===== config.mk =====
export PLATFORM = sky130hd
export DESIGN_NAME = canvas_sampler
export DESIGN_NICKNAME = d
export VERILOG_FILES = /design/src/rtl/canvas_sampler.sv
export SDC_FILE = /design/constraint.sdc
export NUM_CORES = 1
export LEC_CHECK = 0
export CORE_MARGIN = 2
export CORE_UTILIZATION = 56
export CTS_CLUSTER_DIAMETER = 30
export DETAILED_ROUTE_END_ITERATION = 12
export PLACE_DENSITY = 0.85
export SLEW_MARGIN = 30
export SYNTH_ARGS = -nofsm -noshare
export SYNTH_HDL_FRONTEND = slang
export SYNTH_SLANG_ARGS = --single-unit

===== constraint.sdc =====
create_clock -name CLOCK_50 -period 2.5 [get_ports CLOCK_50]
set_input_delay 0.25 -clock CLOCK_50 [delete_from_list [all_inputs] [get_ports CLOCK_50]]
set_output_delay 0.25 -clock CLOCK_50 [all_outputs]
set_load 0.01 [all_outputs]

===== src/rtl/canvas_sampler.sv =====
`default_nettype none
// ============================================================================
//  Module   : canvas_sampler
//  Purpose  : Quantises cursor paint/erase requests into a GRID_W x GRID_H
//             cell bitmap (sequential subtract-and-count divider) and
//             streams the bitmap row-major, one bit per beat, over a
//             valid/ready handshake.
//  Options  : CANVAS_THICK_EN - when defined, each write also updates the
//             four in-grid neighbours of the target cell.
//  Revision : 1.0 - initial release
// ============================================================================
module canvas_sampler #(
    parameter int X0     = 88,
    parameter int Y0     = 37,
    parameter int CELL_W = 10,
    parameter int CELL_H = 14,
    parameter int GRID_W = 14,
    parameter int GRID_H = 14,
    parameter int IDX_W  = 8
) (
    input  logic             CLOCK_50,
    input  logic             resetn,
    input  logic             paint_valid,
    output logic             paint_ready,
    input  logic [8:0]       paint_x,
    input  logic [8:0]       paint_y,
    input  logic             paint_erase,
    input  logic             clear,
    input  logic             start,
    output logic             px_valid,
    input  logic             px_ready,
    output logic             px_data,
    output logic [IDX_W-1:0] px_index,
    output logic             px_last,
    output logic             done
);

    localparam int c_cells = GRID_W * GRID_H;
    localparam int c_col_w = (GRID_W > 1) ? $clog2(GRID_W) : 1;
    localparam int c_row_w = (GRID_H > 1) ? $clog2(GRID_H) : 1;
    localparam int c_x_hi  = X0 + GRID_W * CELL_W;
    localparam int c_y_hi  = Y0 + GRID_H * CELL_H;

    localparam logic [8:0]       c_x0       = 9'(X0);
    localparam logic [8:0]       c_y0       = 9'(Y0);
    localparam logic [8:0]       c_cell_w   = 9'(CELL_W);
    localparam logic [8:0]       c_cell_h   = 9'(CELL_H);
    localparam logic [IDX_W-1:0] c_last_idx = IDX_W'(c_cells - 1);

    typedef enum logic [1:0] {
        ST_IDLE   = 2'd0,
        ST_DIV    = 2'd1,
        ST_WRITE  = 2'd2,
        ST_STREAM = 2'd3
    } state_t;

    state_t r_state;
    state_t w_state_next;

    logic [8:0]         r_rx;
    logic [8:0]         r_ry;
    logic [c_col_w-1:0] r_col;
    logic [c_row_w-1:0] r_row;
    logic               r_erase;
    logic [c_cells-1:0] r_bits;
    logic [c_cells-1:0] w_bits_next;
    logic [c_cells-1:0] w_hit;
    logic [IDX_W-1:0]   r_idx;
    logic               r_done;

    logic w_in_range;
    logic w_accept;
    logic w_rx_ge;
    logic w_ry_ge;
    logic w_beat;
    logic w_beat_last;
    logic w_idle_clear;
    logic w_idle_start;

    // Range check is purely combinational on the request so out-of-range
    // requests can be consumed and dropped in the same cycle.
    assign w_in_range = (int'(paint_x) >= X0) && (int'(paint_x) < c_x_hi) &&
                        (int'(paint_y) >= Y0) && (int'(paint_y) < c_y_hi);

    assign w_idle_clear = (r_state == ST_IDLE) && clear;
    assign w_idle_start = (r_state == ST_IDLE) && !clear && start;
    assign w_accept     = paint_ready && paint_valid && w_in_range;

    assign w_rx_ge = (r_rx >= c_cell_w);
    assign w_ry_ge = (r_ry >= c_cell_h);

    assign w_beat      = (r_state == ST_STREAM) && px_ready;
    assign w_beat_last = w_beat && (r_idx == c_last_idx);

    assign px_index = r_idx;
    assign done     = r_done;

    // Cell-select decode: one hit line per bitmap cell for the WRITE cycle.
    for (genvar gr = 0; gr < GRID_H; gr++) begin : g_row
        for (genvar gc = 0; gc < GRID_W; gc++) begin : g_col
            logic w_self;
            assign w_self = (int'(r_row) == gr) && (int'(r_col) == gc);
`ifdef CANVAS_THICK_EN
            // A cell is a neighbour when the target sits one step away;
            // cells outside the grid simply do not exist, so no wrap occurs.
            logic w_near;
            assign w_near = ((int'(r_row) == gr) &&
                             ((int'(r_col) == gc - 1) || (int'(r_col) == gc + 1))) ||
                            ((int'(r_col) == gc) &&
                             ((int'(r_row) == gr - 1) || (int'(r_row) == gr + 1)));
            assign w_hit[gr*GRID_W+gc] = w_self || w_near;
`else
            assign w_hit[gr*GRID_W+gc] = w_self;
`endif
        end
    end

    // State register.
    always_ff @(posedge CLOCK_50 or negedge resetn) begin
        if (!resetn) begin
            r_state <= ST_IDLE;
        end else begin
            r_state <= w_state_next;
        end
    end

    // Next-state and handshake outputs; IDLE priority is clear > start > paint.
    always_comb begin
        w_state_next = r_state;
        paint_ready  = 1'b0;
        px_valid     = 1'b0;
        px_data      = 1'b0;
        px_last      = 1'b0;
        case (r_state)
            ST_IDLE: begin
                paint_ready = !clear && !start;
                if (clear) begin
                    w_state_next = ST_IDLE;
                end else if (start) begin
                    w_state_next = ST_STREAM;
                end else if (paint_valid && w_in_range) begin
                    w_state_next = ST_DIV;
                end
            end
            ST_DIV: begin
                if (!w_rx_ge && !w_ry_ge) begin
                    w_state_next = ST_WRITE;
                end
            end
            ST_WRITE: begin
                w_state_next = ST_IDLE;
            end
            ST_STREAM: begin
                px_valid = 1'b1;
                px_data  = r_bits[r_idx];
                px_last  = (r_idx == c_last_idx);
                if (w_beat_last) begin
                    w_state_next = ST_IDLE;
                end
            end
            default: begin
                w_state_next = ST_IDLE;
            end
        endcase
    end

    // Divider datapath: latch offsets on accept, then subtract-and-count.
    always_ff @(posedge CLOCK_50 or negedge resetn) begin
        if (!resetn) begin
            r_rx    <= '0;
            r_ry    <= '0;
            r_col   <= '0;
            r_row   <= '0;
            r_erase <= 1'b0;
        end else if (w_accept) begin
            r_rx    <= paint_x - c_x0;
            r_ry    <= paint_y - c_y0;
            r_col   <= '0;
            r_row   <= '0;
            r_erase <= paint_erase;
        end else if (r_state == ST_DIV) begin
            if (w_rx_ge) begin
                r_rx  <= r_rx - c_cell_w;
                r_col <= r_col + c_col_w'(1);
            end
            if (w_ry_ge) begin
                r_ry  <= r_ry - c_cell_h;
                r_row <= r_row + c_row_w'(1);
            end
        end
    end

    // Bitmap update: whole-map clear in IDLE, masked write in WRITE.
    always_comb begin
        w_bits_next = r_bits;
        if (w_idle_clear) begin
            w_bits_next = '0;
        end else if (r_state == ST_WRITE) begin
            w_bits_next = (r_bits & ~w_hit) | (w_hit & {c_cells{~r_erase}});
        end
    end

    // Bitmap storage.
    always_ff @(posedge CLOCK_50 or negedge resetn) begin
        if (!resetn) begin
            r_bits <= '0;
        end else begin
            r_bits <= w_bits_next;
        end
    end

    // Stream index and the one-cycle done pulse after the final beat.
    always_ff @(posedge CLOCK_50 or negedge resetn) begin
        if (!resetn) begin
            r_idx  <= '0;
            r_done <= 1'b0;
        end else begin
            r_done <= w_beat_last;
            if (w_idle_start) begin
                r_idx <= '0;
            end else if (w_beat) begin
                r_idx <= w_beat_last ? '0 : r_idx + IDX_W'(1);
            end
        end
    end

endmodule
`default_nettype wire


==> flow_summary.yaml <==
status:
  outcome: "finished, violations left"
  violations: "negative setup slack"
drt:
  dr_total_vias: 12802
  route.detailed.vias_per_inst: 7.17
  dr.pass1.iters: 8
  drc: 0
  drt_iter0_drc: 1963
  routedWlPerCell_um: 26.2
  routed_wl_um: 46700
  postRouteAntennaNets: 0
run:
  maxCapViolations: 0
timing:
  finalCriticalPeriod_ps: 3300
  slew_viol_final: 0
  fin_setup_tns_ps: -858
  timing.slew.headroom_pct: 39.9
  layout_setup_ws_ps: -802
  fmax_ghz: 0.303
  worst_pin_slew_ps: 899
  setup_viol: 2
  hold_viol: 0
  finClkSkew_ps: 24.6
  rsz0062_at_grt: "yes"
  fin_crit_sh_pct: 132
finish:
  nNetsFinal: 1505
  final_area_sq_um: 16000
  layout_common_cells: "o21ai_0, dfrtp_1, a21oi_1"
  drive_above_1_share_pct: 20.2
  final_common_cell: "o21ai_0"
  syn2layout_area_growth_pct: 25.1
  utilization_pct: 71.0
setup_path:
  path_max_fanout: 5
  reg2reg_from: "r_rx[2]"
  cp-start-kind: "flip-flop"
  cp.required_ps: 2250
  regToRegSetupSlack_ps: 90
  rr_worst_depth: 7
  reg2reg_to: "r_rx[4]"
  worstPathArrival_ps: 3050
  cp-end-kind: "primary output"
  worstSetupPathType: "flip-flop to primary output"
place:
  gp_congestion: 0.968
  hpwl_um: 28500
  io_buffers: 37
  placed_area_sq_um: 14100
worst_hold_path:
  hold_path_class: "input port to asynchronous set/reset pin"
clock_tree:
  cts_tree: "built"
  clock_latency_ps: 540
  cts-root-buf: "clkbuf_16"
  cts_buffers: 46
  clock_sinks: 234
  htreeDepth: 2
  cts_max_path_buffers: 3
  cts.reportedPaths.clkPinSlew_ps: 50
power_and_ir_drop:
  power.density_nw_per_um2: 1150
  leakage_nw: 6.30
  power.total_mw: 18.4
  ir_drop_mv: 0.741
logic_synthesis:
  synth_edf_count: 0
  yosys_most_used_dff: "dfrtp_1"
  yosys_warnings: 0
  async_flop_share_pct: 100
  synth_nets: 1414
  synthCells: 1373
  avgSynthCellArea_sq_um: 9.30
  ys_ff_latch: 234
  synth_seq_area_share_pct: 45.9
  synth_area_sq_um: 12800
  synth.distinct_cells: 63
global_routing:
  grtUsageTotal_pct: 39.4
  grt_pass1_vias: 12836
  grt_max_degree: 197
  grt_pass1_wl_um: 72800
  antenna_found_initial: 1
  grt-ovfl-total: 0
floorplanning:
  die_h_um: 155
  fp.dieArea_sq_um: 24000
  core_sq_um: 22500
  start_util_pct: 56.8
  fp.dieW_um: 155
  placementRows: 55
  pin_count: 38
repair_timing:
action                                 in CTS  in global routing
endpoints found under the hold margin      78                  0
resized for setup                          24                  7
pin swaps                                   3                  4
hold buffers                                1                  0
setup endpoints to repair                   2                  5
buffers inserted                            3                  6
synthesized netlist by cell type (3+ instances only):
| master | number | area [sq um] |
|---|---|---|
| nor2b_1 | 8 | 50.1 |
| ha_1 | 16 | 200 |
| nand2_1 | 66 | 248 |
| a31oi_1 | 3 | 18.8 |
| clkbuf_1 | 122 | 458 |
| buf_2 | 7 | 35.0 |
| inv_1 | 19 | 71.3 |
| buf_1 | 10 | 37.5 |
| and2_1 | 14 | 87.6 |
| nand3_1 | 12 | 60.1 |
| a221o_1 | 5 | 50.1 |
| nand4_1 | 5 | 31.3 |
| nor2_1 | 37 | 139 |
| nand2b_1 | 3 | 18.8 |
| and3_1 | 7 | 43.8 |
| xnor2_1 | 13 | 114 |
| o21a_1 | 4 | 30.0 |
| a22oi_1 | 7 | 52.6 |
| buf_6 | 4 | 45.0 |
| nor3_1 | 12 | 60.1 |
| a2bb2oi_1 | 3 | 26.3 |
| o22ai_1 | 3 | 18.8 |
| mux2_2 | 3 | 33.8 |
| a21oi_1 | 209 | 1050 |
| o21ai_0 | 390 | 1950 |
| o31ai_1 | 3 | 22.5 |
| o21ai_1 | 15 | 75.1 |
| xor2_1 | 13 | 114 |
| or3_1 | 3 | 18.8 |
| and2_0 | 12 | 75.1 |
| dfrtp_1 | 234 | 5860 |
| a221oi_1 | 4 | 35.0 |
| mux2i_1 | 23 | 230 |
| mux4_2 | 47 | 1060 |
metrics by stage:
stage	std cells	setup slack (ps)	hold slack (ps)
after floorplan	1373	44.5	-45.6
after global placement	1691	-641	293
after detailed placement	1691	-666	297
after CTS	1779	-726	279
after global routing	1785	-817	331
final	1786	-802	296
how the worst max path moves through the flow:
stage,start,end,slack (ps),depth (start not counted)
floorplan,px_index[0],px_data,40,8
global placement,px_index[0],px_data,-640,9
detailed placement,px_index[0],px_data,-670,9
CTS,px_index[0],px_data,-730,9
global route,px_index[0],px_data,-820,10
finish,px_index[0],px_data,-800,10
power breakdown:
| part | switching, mW | internal [mW] | total, mW |
|---|---|---|---|
| Combinational | 3.14 | 2.29 | 5.43 |
| Clock | 2.18 | 4.64 | 6.82 |
| Sequential | 1.06 | 5.11 | 6.16 |
cell families (layout without fill, tap and decap cells):
kind of cell	count (synthesis)	in the layout	share of synthesized area (%)
multiplexers	76	76	10.7
adder cells (fa/ha/maj)	16	16	1.57
AO/OA/AOI/OAI	671	671	27.9
buffers and inverters	166	293	5.34
flip-flops	234	234	45.9
other	0	1	0
XOR/XNOR	26	26	1.78
AND/OR/NAND/NOR	184	184	6.81
worst max-delay path, cell delays in order (launching register included):
cell,delay [ps]
dfrtp_4,420
buf_8,150
buf_6,130
mux4_2,500
mux2i_1,180
o21a_1,140
o21ai_0,180
a311oi_2,410
buf_4,180
o41ai_2,70
buf_2,160
layout make-up:
class                   instances  area [sq um]
multi-input cells             973          6310
diodes                          1          2.50
clock buffers                  51          1210
repair buffers                188          1660
inverters                      21          78.8
well taps                     285           357
clock inverters                33           502
fillers                      1519          6520
flip-flops and latches        234          5860
routing by layer:
layer,up-vias,global-route usage (%),share of wire (%)
met5,-,0,0
met4,0,28.5,8.9
met3,358,12.1,14
met2,1214,57.8,43
met1,6023,49.7,34
li1,5207,-,-
state kept, by name, summed over array words and instances, names as in the netlist:
register,flops
r_col,4
r_erase,1
r_state,2
r_rx,9
r_ry,9
done,1
px_index,8
r_bits,196
r_row,4
(Power assumes the default switching activity.)
